==> config.mk <==
export PLATFORM = sky130hd
export DESIGN_NAME = cache_controller_flat
export DESIGN_NICKNAME = d
export VERILOG_FILES = /design/src/rtl/cache_controller_if.sv /design/src/rtl/cache_controller.sv /design/src/flat_wrapper.sv
export SDC_FILE = /design/constraint.sdc
export NUM_CORES = 1
export LEC_CHECK = 0
export CAP_MARGIN = 20
export CORE_AREA = 2 2 39 41
export DETAILED_ROUTE_END_ITERATION = 8
export DIE_AREA = 0 0 41 43
export GPL_TIMING_DRIVEN = 0
export PLACE_DENSITY = 0.6
export SLEW_MARGIN = 20
export SYNTH_ARGS = -nofsm -noshare
export SYNTH_HDL_FRONTEND = slang
export SYNTH_SLANG_ARGS = --single-unit
==> constraint.sdc <==
create_clock -name clk -period 3.6 [get_ports clk]
set_input_delay 0.36 -clock clk [delete_from_list [all_inputs] [get_ports clk]]
set_output_delay 0.36 -clock clk [all_outputs]
set_load 0.05 [all_outputs]
==> src/rtl/cache_controller_if.sv <==
// ---------------------------------------------------------------------------
// cache_controller_if
//   Bus bundle between the cache controller, its requester and the higher
//   memory. Only the handshake signals are carried here. The datapath
//   status and control strobes stay as plain ports on the controller.
//
//   Requester side  : req_valid, req_operation (0=LOAD, 1=STORE), req_fulfilled
//   Higher memory   : hmem_req_valid, hmem_req_operation (0=LOAD, 1=STORE),
//                     hmem_req_fulfilled
//
//   modport slave  : the controller. It serves the requester and drives the
//                    higher-memory beat requests.
//   modport master : the environment. It is the requester plus the higher
//                    memory.
// ---------------------------------------------------------------------------
interface cache_controller_if;
  logic req_valid;
  logic req_operation;
  logic req_fulfilled;
  logic hmem_req_valid;
  logic hmem_req_operation;
  logic hmem_req_fulfilled;

  modport slave (
    input  req_valid,
    input  req_operation,
    input  hmem_req_fulfilled,
    output req_fulfilled,
    output hmem_req_valid,
    output hmem_req_operation
  );

  modport master (
    output req_valid,
    output req_operation,
    output hmem_req_fulfilled,
    input  req_fulfilled,
    input  hmem_req_valid,
    input  hmem_req_operation
  );
endinterface

==> src/rtl/cache_controller.sv <==
// ---------------------------------------------------------------------------
// cache_controller
//   Control FSM for a blocking, single-requester cache. A request is looked
//   up first. A hit completes in the lookup cycle. A miss evicts a dirty
//   victim line when one exists (WRITEBACK), then fetches the new line
//   (ALLOCATE). After that the request is replayed as a lookup, which is
//   then guaranteed to hit. One line transfer is WORDS_PER_LINE beats, each
//   beat completed by hmem_req_fulfilled.
//
//   Parameters
//     WORDS_PER_LINE : words per line = beats per line transfer
//     READ_ONLY      : 1 removes the store path, dirty tracking and writeback
//
//   Ports
//     clk, reset                  : clock, asynchronous active-high reset
//     bus (slave)                 : requester / higher-memory handshakes
//     valid_block_match           : lookup hit status from the tag array
//     valid_dirty_bit             : selected victim is valid and dirty
//     counter_done                : beat counter is on the last beat
//     miss_recovery_mode          : a line transfer is in progress
//     perform_write               : write the data array (store hit or fill beat)
//     set/clear_selected_dirty_bit, clear_selected_valid_bit : metadata updates
//     finish_new_line_install     : last fill beat, the line becomes valid
//     set_hmem_block_address      : latch the higher-memory line address
//     use_victim_tag_for_hmem_block_address : use the victim tag, not the request tag
//     reset_counter, decrement_counter      : beat counter controls
// ---------------------------------------------------------------------------
module cache_controller #(
  parameter int WORDS_PER_LINE = 8,
  parameter bit READ_ONLY      = 1'b0
) (
  input  logic               clk,
  input  logic               reset,
  cache_controller_if.slave  bus,
  input  logic               valid_block_match,
  input  logic               valid_dirty_bit,
  input  logic               counter_done,
  output logic               miss_recovery_mode,
  output logic               perform_write,
  output logic               set_selected_dirty_bit,
  output logic               clear_selected_dirty_bit,
  output logic               clear_selected_valid_bit,
  output logic               finish_new_line_install,
  output logic               set_hmem_block_address,
  output logic               use_victim_tag_for_hmem_block_address,
  output logic               reset_counter,
  output logic               decrement_counter
);

  typedef enum logic [1:0] {
    IDLE      = 2'd0,
    LOOKUP    = 2'd1,
    WRITEBACK = 2'd2,
    ALLOCATE  = 2'd3
  } state_t;

  localparam logic OP_LOAD   = 1'b0;
  localparam logic OP_STORE  = 1'b1;
  localparam bit   HAS_STORE = !READ_ONLY;

  state_t state;
  state_t state_next;

  // A read-only cache treats every request as a load. It never evicts
  // anything, because its lines can never be dirty.
  logic is_store;
  logic victim_dirty;
  logic beat_done;

  assign is_store     = HAS_STORE && bus.req_operation;
  assign victim_dirty = HAS_STORE && valid_dirty_bit;
  assign beat_done    = bus.hmem_req_fulfilled;

  // -------------------------------------------------------------------------
  // State register
  // -------------------------------------------------------------------------
  // NOTE: sequential state is assigned with <= so that every flop samples
  // pre-edge values. Blocking assignments here would create order-dependent
  // races between always_ff blocks.
  always_ff @(posedge clk or posedge reset) begin
    if (reset) begin
      state <= IDLE;
    end else begin
      state <= state_next;
    end
  end

  // -------------------------------------------------------------------------
  // Next-state logic
  // -------------------------------------------------------------------------
  // NOTE: the default assignment at the top keeps this block purely
  // combinational. Without it, any path that skips an assignment would infer
  // a latch.
  always_comb begin
    state_next = state;
    case (state)
      IDLE: begin
        if (bus.req_valid) state_next = LOOKUP;
      end
      LOOKUP: begin
        if (!bus.req_valid)         state_next = IDLE;
        else if (valid_block_match) state_next = IDLE;
        else if (victim_dirty)      state_next = WRITEBACK;
        else                        state_next = ALLOCATE;
      end
      WRITEBACK: begin
        if (beat_done && counter_done) state_next = ALLOCATE;
      end
      ALLOCATE: begin
        // Replay the lookup. The freshly installed line makes it hit, or it
        // falls back to IDLE if the requester has gone away meanwhile.
        if (beat_done && counter_done) state_next = LOOKUP;
      end
      default: state_next = IDLE;
    endcase
  end

  // -------------------------------------------------------------------------
  // Output decode (Moore terms from state, Mealy terms from status inputs)
  // -------------------------------------------------------------------------
  always_comb begin
    bus.req_fulfilled                     = 1'b0;
    bus.hmem_req_valid                    = 1'b0;
    bus.hmem_req_operation                = OP_LOAD;
    miss_recovery_mode                    = 1'b0;
    perform_write                         = 1'b0;
    set_selected_dirty_bit                = 1'b0;
    clear_selected_dirty_bit              = 1'b0;
    clear_selected_valid_bit              = 1'b0;
    finish_new_line_install               = 1'b0;
    set_hmem_block_address                = 1'b0;
    use_victim_tag_for_hmem_block_address = 1'b0;
    reset_counter                         = 1'b0;
    decrement_counter                     = 1'b0;

    case (state)
      IDLE: ;

      LOOKUP: begin
        if (bus.req_valid) begin
          if (valid_block_match) begin
            bus.req_fulfilled = 1'b1;
            if (is_store) begin
              perform_write          = 1'b1;
              set_selected_dirty_bit = 1'b1;
            end
          end else begin
            set_hmem_block_address = 1'b1;
            reset_counter          = 1'b1;
            if (victim_dirty) begin
              // The victim's address goes out first for the writeback.
              use_victim_tag_for_hmem_block_address = 1'b1;
            end else begin
              // A clean victim is simply dropped while the fill overwrites it.
              clear_selected_valid_bit = 1'b1;
            end
          end
        end
      end

      WRITEBACK: begin
        if (HAS_STORE) begin
          miss_recovery_mode     = 1'b1;
          bus.hmem_req_valid     = 1'b1;
          bus.hmem_req_operation = OP_STORE;
          if (beat_done) begin
            if (counter_done) begin
              // The victim is now safe in higher memory. Invalidate it and
              // point the address at the requested line for the fill.
              clear_selected_dirty_bit = 1'b1;
              clear_selected_valid_bit = 1'b1;
              set_hmem_block_address   = 1'b1;
              reset_counter            = 1'b1;
            end else begin
              decrement_counter = 1'b1;
            end
          end
        end
      end

      ALLOCATE: begin
        miss_recovery_mode     = 1'b1;
        bus.hmem_req_valid     = 1'b1;
        bus.hmem_req_operation = OP_LOAD;
        if (beat_done) begin
          perform_write = 1'b1;
          if (counter_done) finish_new_line_install = 1'b1;
          else              decrement_counter       = 1'b1;
        end
      end

      default: ;
    endcase
  end

  // -------------------------------------------------------------------------
  // Protocol checks
  // -------------------------------------------------------------------------
  // Shadow beat index within the current line transfer. Only the alignment
  // assertion below reads it. It confirms that the datapath counter reports
  // done on exactly the WORDS_PER_LINE-th beat.
  localparam int BEAT_W = (WORDS_PER_LINE > 1) ? $clog2(WORDS_PER_LINE) : 1;
  localparam logic [BEAT_W-1:0] LAST_BEAT = BEAT_W'(WORDS_PER_LINE - 1);

  logic [BEAT_W-1:0] beat_count;

  always_ff @(posedge clk or posedge reset) begin
    if (reset) begin
      beat_count <= '0;
    end else if (reset_counter) begin
      beat_count <= '0;
    end else if (decrement_counter) begin
      beat_count <= beat_count + 1'b1;
    end
  end

  a_beat_align: assert property (@(posedge clk) disable iff (reset)
    (bus.hmem_req_valid && beat_done) |-> (counter_done == (beat_count == LAST_BEAT)));

  a_fulfil_pulse: assert property (@(posedge clk) disable iff (reset)
    bus.req_fulfilled |=> !bus.req_fulfilled);

  a_fulfil_in_lookup: assert property (@(posedge clk) disable iff (reset)
    bus.req_fulfilled |-> (state == LOOKUP));

  a_no_store_beat_ro: assert property (@(posedge clk) disable iff (reset)
    !(READ_ONLY && bus.hmem_req_valid && bus.hmem_req_operation));

endmodule

==> src/flat_wrapper.sv <==
// flat-port wrapper written by rule: the top's interface ports become plain ports
module cache_controller_flat 
#(
  parameter int WORDS_PER_LINE = 8,
  parameter bit READ_ONLY      = 1'b0
)
  (clk, reset, valid_block_match, valid_dirty_bit, counter_done, miss_recovery_mode, perform_write, set_selected_dirty_bit, clear_selected_dirty_bit, clear_selected_valid_bit, finish_new_line_install, set_hmem_block_address, use_victim_tag_for_hmem_block_address, reset_counter, decrement_counter, bus_req_valid, bus_req_operation, bus_hmem_req_fulfilled, bus_req_fulfilled, bus_hmem_req_valid, bus_hmem_req_operation);
  cache_controller_if bus_i ();
  input  logic clk;
  input  logic reset;
  input  logic valid_block_match;
  input  logic valid_dirty_bit;
  input  logic counter_done;
  output logic miss_recovery_mode;
  output logic perform_write;
  output logic set_selected_dirty_bit;
  output logic clear_selected_dirty_bit;
  output logic clear_selected_valid_bit;
  output logic finish_new_line_install;
  output logic set_hmem_block_address;
  output logic use_victim_tag_for_hmem_block_address;
  output logic reset_counter;
  output logic decrement_counter;
  input wire logic [$bits(bus_i.req_valid)-1:0] bus_req_valid;
  input wire logic [$bits(bus_i.req_operation)-1:0] bus_req_operation;
  input wire logic [$bits(bus_i.hmem_req_fulfilled)-1:0] bus_hmem_req_fulfilled;
  output wire logic [$bits(bus_i.req_fulfilled)-1:0] bus_req_fulfilled;
  output wire logic [$bits(bus_i.hmem_req_valid)-1:0] bus_hmem_req_valid;
  output wire logic [$bits(bus_i.hmem_req_operation)-1:0] bus_hmem_req_operation;
  assign bus_i.req_valid = bus_req_valid;
  assign bus_i.req_operation = bus_req_operation;
  assign bus_i.hmem_req_fulfilled = bus_hmem_req_fulfilled;
  assign bus_req_fulfilled = bus_i.req_fulfilled;
  assign bus_hmem_req_valid = bus_i.hmem_req_valid;
  assign bus_hmem_req_operation = bus_i.hmem_req_operation;
  cache_controller #(.WORDS_PER_LINE(WORDS_PER_LINE), .READ_ONLY(READ_ONLY)) u_core (.clk(clk), .reset(reset), .bus(bus_i), .valid_block_match(valid_block_match), .valid_dirty_bit(valid_dirty_bit), .counter_done(counter_done), .miss_recovery_mode(miss_recovery_mode), .perform_write(perform_write), .set_selected_dirty_bit(set_selected_dirty_bit), .clear_selected_dirty_bit(clear_selected_dirty_bit), .clear_selected_valid_bit(clear_selected_valid_bit), .finish_new_line_install(finish_new_line_install), .set_hmem_block_address(set_hmem_block_address), .use_victim_tag_for_hmem_block_address(use_victim_tag_for_hmem_block_address), .reset_counter(reset_counter), .decrement_counter(decrement_counter));
endmodule
==> flow_metrics.py, run 1 <==
metrics = {
    "timing": {
        "finClkSkew_ns": 0.00668,
        "hold_ws_ns": 0.280,
        "hold_viol": 0,
        "fin_tns_setup_ns": 0,
        "slew_headroom_pct": 66.5,
        "fmax_mhz": 384,
        "tightestPinTransition_ns": 0.501,
        "finalSetupViolCount": 0,
        "rsz0062_at_grt": "false",
        "post-route-period-util_pct": 72.4,
        "slew_violations": 0,
        "layout_min_cycle_time_ns": 2.61,
    },
    "global_route": {
        "grt_usage_pct": 10.1,
        "antenna_found_initial": 0,
        "grt_pass1_wl_mm": 1.12,
        "grt_max_degree": 6,
        "grt_pass1_vias": 292,
        "overflow": 0,
    },
    "logic_synthesis": {
        "synth_compound_area_share_pct": 18.1,
        "synthMuxAreaShare_pct": 7.33,
        "yosys.area.top_type": "ha_1",
        "synthTopCellsByArea": "ha_1 (22%), dfrtp_1 (17%), and3b_1 (6.0%)",
        "seq_area_frac_synth_pct": 17.2,
        "synth_xor_area_share_pct": 0,
        "synth_warnings": 0,
        "yosysUniqueCellTypes": 19,
        "ys_ff_latch": 2,
        "synth_cells": 33,
        "synth_fp_nets": 46,
        "synth.avg_cell_area_um2": 8.80,
        "synth-simple-area-share_pct": 25.4,
        "synth_top_area_share_pct": 21.6,
        "synthAdderAreaFrac_pct": 21.6,
        "synth_top_family_by_area": "simple AND/OR/NAND/NOR gates",
        "syn_area_um2": 290,
    },
    "power_and_ir_drop": {
        "power_leakage_nw": 0.250,
        "power_frac_seq_pct": 10.9,
        "comb_power_share_pct": 76.8,
        "powerDensity_mw_per_mm2": 784,
        "sw_frac_of_total_pct": 52.1,
        "internal-power_uw": 200,
        "peakVddDrop_v": 0.000396,
        "clock_power_share_pct": 12.4,
        "p_sw_uw": 218,
    },
    "cells_and_area": {
        "regMostFlops": "u_core.state",
        "area_growth_pct": 83.6,
        "diodes": 0,
        "largest_reg_flops": 2,
        "layout.nets": 71,
        "fillers": 153,
        "reg_top3": "u_core.state (2)",
        "drive_above_1_share_pct": 12.5,
    },
    "floorplan": {
        "die_h_um": 43,
        "die_w_um": 41,
        "start_util_pct": 21.0,
        "core_area_mm2": 0.00138,
        "placementRows": 14,
        "die_area_mm2": 0.00176,
        "pin_count": 21,
    },
    "placement": {
        "gp_congestion": 0.756,
        "portBuffers": 20,
    },
    "worst_setup_path": {
        "critical_path_buf_inv_count": 4,
        "cp_slowest_cell": "clkdlybuf4s50_1",
        "critPathCaptureType": "output pin",
        "rrSetupSlack_ns": 1.99,
        "crit_family": "buffers and inverters",
        "cp_max_fo": 5,
        "worstPathCellList": "inv_1, ha_1, inv_1, nor2_1, o21a_1, buf_4, clkdlybuf4s50_1",
        "cp.required_ns": 3.24,
        "worstPathArrival_ns": 2.25,
        "critPathMostFrequentCell": "inv_1",
        "criticalPathCategory": "flop to output pin",
        "crit_cells": 7,
        "critical_path.max_stage_delay_ns": 0.79,
        "startpoint_type": "flop",
        "r2r_cells": 5,
    },
    "clock_tree": {
        "cts_setup_buffers": 0,
        "root_buffer": "clkbuf_4",
        "clockBufferDepth": 2,
        "worstSkewPairLatency_ns": 0.23,
        "htreeDepth": 1,
        "cts-resized-gates": 0,
        "numCtsBuffers": 3,
        "cts-hold-fix-buffers": 0,
        "cts_tree": "built",
        "cts.sinks": 2,
        "cts.clk_slew.worst_paths_ns": 0.03,
    },
    "drt": {
        "ant_nets": 0,
        "totalWireLength_um": 648,
        "drc_errors": 0,
        "drt_iter0_drc": 0,
        "firstDrtPassIters": 1,
        "dr_total_vias": 305,
        "viasPerCell": 4.24,
        "wire_per_inst_um": 9.00,
    },
    "outcome": {
        "outcome": "complete, no violations",
    },
    "run": {
        "max_cap_violations": 0,
    },
    "worst_hold_path": {
        "hp-class": "input pin to async pin",
    },
}
[stage by stage]
step	utilization, %	cell area, um2	cells	setup WS (ns)	power (mW)
2_1_floorplan	-	290	33	0.607	0.282
3_3_place_gp	36.9	510	69	1.00	0.370
3_5_place_dp	36.9	510	69	1.03	0.369
4_1_cts	38.5	533	72	0.958	0.426
5_1_grt	38.5	533	72	0.824	0.452
6_report	38.5	533	72	0.993	0.418
[cell usage after synthesis]
cell and count:
dfrtp_1 2, and2_1 2, nor3_1 1, ha_1 5
inv_1 4, buf_4 2, o311ai_0 1, nand2_1 2
and3_1 2, nor2b_1 1, o21ai_0 1, or2_4 1
o21a_1 2, a21o_1 1, nor2_1 1, and3b_1 2
a21oi_4 1, mux2i_1 1, mux2_1 1
[logic make-up (layout without fill, tap and decap cells)]
family,after synthesis,after routing
compound gates,6,6
flops,2,2
fa+ha+maj,5,5
simple gates,12,12
mux,2,2
buf+inv,6,29
[cell usage in the layout (no fill, tap or decap)]
cell             netlist  final
and3_1                 2      2
a21oi_4                1      1
nor2b_1                1      1
ha_1                   5      5
or2_4                  1      1
and3b_1                2      2
nand2_1                2      2
nor2_1                 1      1
a21o_1                 1      1
o21ai_0                1      1
inv_1                  4      4
nor3_1                 1      1
clkdlybuf4s50_1        0     20
mux2i_1                1      1
clkbuf_4               0      3
o21a_1                 2      2
mux2_1                 1      1
buf_4                  2      2
dfrtp_1                2      2
o311ai_0               1      1
and2_1                 2      2
[layer usage]
layer  global-route usage, %  vias up  wire length [um]
met5                       0        -                 0
met4                    10.0        0                 0
met3                    5.24        0                68
met2                    14.4       14               312
met1                    9.58      130               267
li1                        -      161                 -
[area by class of cell]
cell class	instances	area [um2]	share of cell area [%]
plain buffers	2	15.0	2.82
clock buffers	3	22.5	4.23
inverters	4	15.0	2.82
multi-input cells	25	210	39.4
flip-flops and latches	2	50.0	9.39
well taps	16	20.0	3.76
repair buffers	20	200	37.6
[final timing paths]
check | startpoint | to
worst max-delay path | u_core.state[0] | set_hmem_block_address
worst min-delay path | reset | u_core.state[0]
worst max register to register | u_core.state[0] | u_core.state[0]
worst min register to register | u_core.state[0] | u_core.state[0]
max in group asynchronous | reset | u_core.state[1]
min in group clk | u_core.state[0] | u_core.state[0]
[power by group through the flow]
stage                     clock [mW]  sequential, mW  combinational, mW
final                         0.0517          0.0454              0.321
after global routing          0.0602          0.0468              0.345
after CTS                     0.0558          0.0458              0.324
after detailed placement           0          0.0460              0.323
after global placement             0          0.0463              0.323
after floorplan                    0          0.0434              0.238
No activity file was read; power rests on OpenSTA's default activity.
==> inputs of run 2 (changes only) <==
==> constraint.sdc (replaced) <==
create_clock -name clk -period 2.5 [get_ports clk]
set_input_delay 0.25 -clock clk [delete_from_list [all_inputs] [get_ports clk]]
set_output_delay 0.25 -clock clk [all_outputs]
set_load 0.05 [all_outputs]
==> run 2 against run 1 <==
  * Clock-buffer cell count is the same
  * Die area is the same
  * Routed wire length grew 3.2%
  * Largest cell class unchanged
  * Critical path type unchanged
  * Critical endpoint is now decrement_counter
==> flow_metrics.py, run 2 (synthesis gave the netlist of run 1 again) <==
metrics = {
    "clock_tree": {
        "worstSkewPairLatency_ns": 0.23,
        "root_buffer": "clkbuf_4",
        "cts.clk_slew.worst_paths_ns": 0.03,
        "numCtsBuffers": 3,
        "cts.sinks": 2,
        "htreeDepth": 1,
        "cts_tree": "built",
        "clockBufferDepth": 2,
    },
    "cells_and_area": {
        "diodes": 0,
        "final_common_cell": "clkdlybuf4s50_1",
        "regMostFlops": "u_core.state",
        "area_growth_pct": 88.4,
        "final_cell_mix": "clkdlybuf4s50_1 (18), ha_1 (5), inv_1 (4)",
        "largest_reg_flops": 2,
        "drive_above_1_share_pct": 16.1,
        "layout.nets": 71,
        "reg_top3": "u_core.state (2)",
    },
    "floorplan": {
        "die_area_mm2": 0.00176,
        "die_h_um": 43,
        "die_w_um": 41,
        "core_area_mm2": 0.00138,
        "placementRows": 14,
        "start_util_pct": 21.0,
        "pin_count": 21,
    },
    "timing": {
        "fin_tns_setup_ns": 0,
        "finalSetupViolCount": 0,
        "post-route-period-util_pct": 94.7,
        "fmax_mhz": 422,
        "slew_headroom_pct": 66.0,
        "slew_violations": 0,
        "tightestPinTransition_ns": 0.509,
        "hold_viol": 0,
        "layout_min_cycle_time_ns": 2.37,
        "finClkSkew_ns": 0.00420,
        "rsz0062_at_grt": "false",
    },
    "placement": {
        "portBuffers": 20,
        "gp_congestion": 0.722,
        "hpwl_um": 576,
    },
    "global_route": {
        "grt_pass1_vias": 291,
        "grt_pass1_wl_mm": 1.17,
        "antenna_found_initial": 0,
        "grt_max_degree": 6,
        "overflow": 0,
        "grt_usage_pct": 10.4,
    },
    "worst_setup_path": {
        "worstPathCellList": "inv_1, ha_1, or2_4, and3b_1, clkdlybuf4s50_1",
        "rrSetupSlack_ns": 0.85,
        "r2r_start": "u_core.state[0]",
        "startpoint_type": "flop",
        "timing.rr.end": "u_core.state[0]",
        "critPathCaptureType": "output pin",
        "cp.required_ns": 2.25,
        "cp_slowest_cell": "clkdlybuf4s50_1",
        "cp_max_fo": 5,
        "criticalPathCategory": "flop to output pin",
        "worstPathArrival_ns": 2.12,
        "critical_path.max_stage_delay_ns": 0.69,
        "r2r_cells": 5,
    },
    "drt": {
        "totalWireLength_um": 669,
        "drt_iter0_drc": 1,
        "wire_per_inst_um": 9.29,
        "drc_errors": 0,
        "dr_total_vias": 306,
        "firstDrtPassIters": 2,
        "viasPerCell": 4.25,
        "ant_nets": 0,
    },
    "power_and_ir_drop": {
        "powerDensity_mw_per_mm2": 1110,
        "peakVddDrop_v": 0.000365,
        "power_leakage_nw": 0.286,
        "power_uw": 606,
    },
    "worst_hold_path": {
        "hp-class": "input pin to async pin",
    },
    "outcome": {
        "outcome": "complete, no violations",
    },
    "run": {
        "max_cap_violations": 0,
    },
}
==> run 2: cell count changes in the layout (fill, tap and decap cells not counted) <==
cell | previous run | this run
nor2_1 | 1 | 0
o21a_2 | 0 | 1
nor2_4 | 0 | 1
clkdlybuf4s50_1 | 20 | 18
o21a_1 | 2 | 1
dlymetal6s2s_1 | 0 | 2
==> run 2: how the worst max path moves through the flow <==
stage                                   to  slack [ns]                    from  cells past startpoint
floorplan           set_hmem_block_address        0.16         u_core.state[0]                      6
global placement    set_hmem_block_address        0.18  bus_hmem_req_fulfilled                      6
detailed placement  set_hmem_block_address        0.19  bus_hmem_req_fulfilled                      6
CTS                 set_hmem_block_address       0.009         u_core.state[0]                      7
global route                 perform_write        0.02         u_core.state[1]                      6
finish                   decrement_counter        0.13         u_core.state[0]                      5
==> run 2: through the flow <==
stage	setup WS [ns]	utilization, %	hold slack [ns]	instances	cell area (um2)
finish	0.132	39.5	0.174	72	547
global route	0.0157	39.5	0.191	72	547
CTS	0.00886	39.2	0.172	72	542
detailed placement	0.188	37.5	0.417	69	519
global placement	0.183	37.5	0.411	69	519
floorplan	0.158	-	-0.00882	33	299
==> run 2: timing repair <==
action | in CTS | in global routing
hold buffers | 0 | 0
gates resized for setup | 0 | 2
setup endpoints to repair | 0 | 2
setup buffers | 0 | 0
==> run 2: power by group <==
group	switching (mW)	internal, mW	leakage (nW)
combinational	0.280	0.187	0.247
sequential	0.0171	0.0492	0.0251
clock	0.0195	0.0531	0.0138
==> run 2: area by class of cell <==
type                            count  area, um2
Buffer                              2       15.0
Clock buffer                        3       22.5
Fill cell                         155        837
Inverter                            4       15.0
Multi-Input combinational cell     25        219
Sequential cell                     2       50.0
Tap cell                           16       20.0
Timing Repair Buffer               20        205
==> run 2: critical path, delay by kind of cell (launching register included) <==
kind | cells | cell delay [ns]
DFF | 1 | 0.41
buffers and inverters | 2 | 0.78
adders and majority gates | 1 | 0.25
and+or+nand+nor | 2 | 0.45
==> run 2: per-layer routing <==
metal	global-route usage, %	wire [um]	vias to the layer above
met5	0	0	-
met4	8.00	14	0
met3	6.28	49	2
met2	13.4	310	12
met1	11.8	295	132
li1	-	-	160
==> inputs of run 3 (changes only) <==
--- a/config.mk
+++ b/config.mk
@@ -11,7 +11,6 @@
 export DIE_AREA = 0 0 41 43
 export GPL_TIMING_DRIVEN = 0
 export PLACE_DENSITY = 0.6
-export SLEW_MARGIN = 20
 export SYNTH_ARGS = -nofsm -noshare
 export SYNTH_HDL_FRONTEND = slang
 export SYNTH_SLANG_ARGS = --single-unit
==> results of run 3 <==
No change in the layout: final DEF, timing and power equal those of run 2.
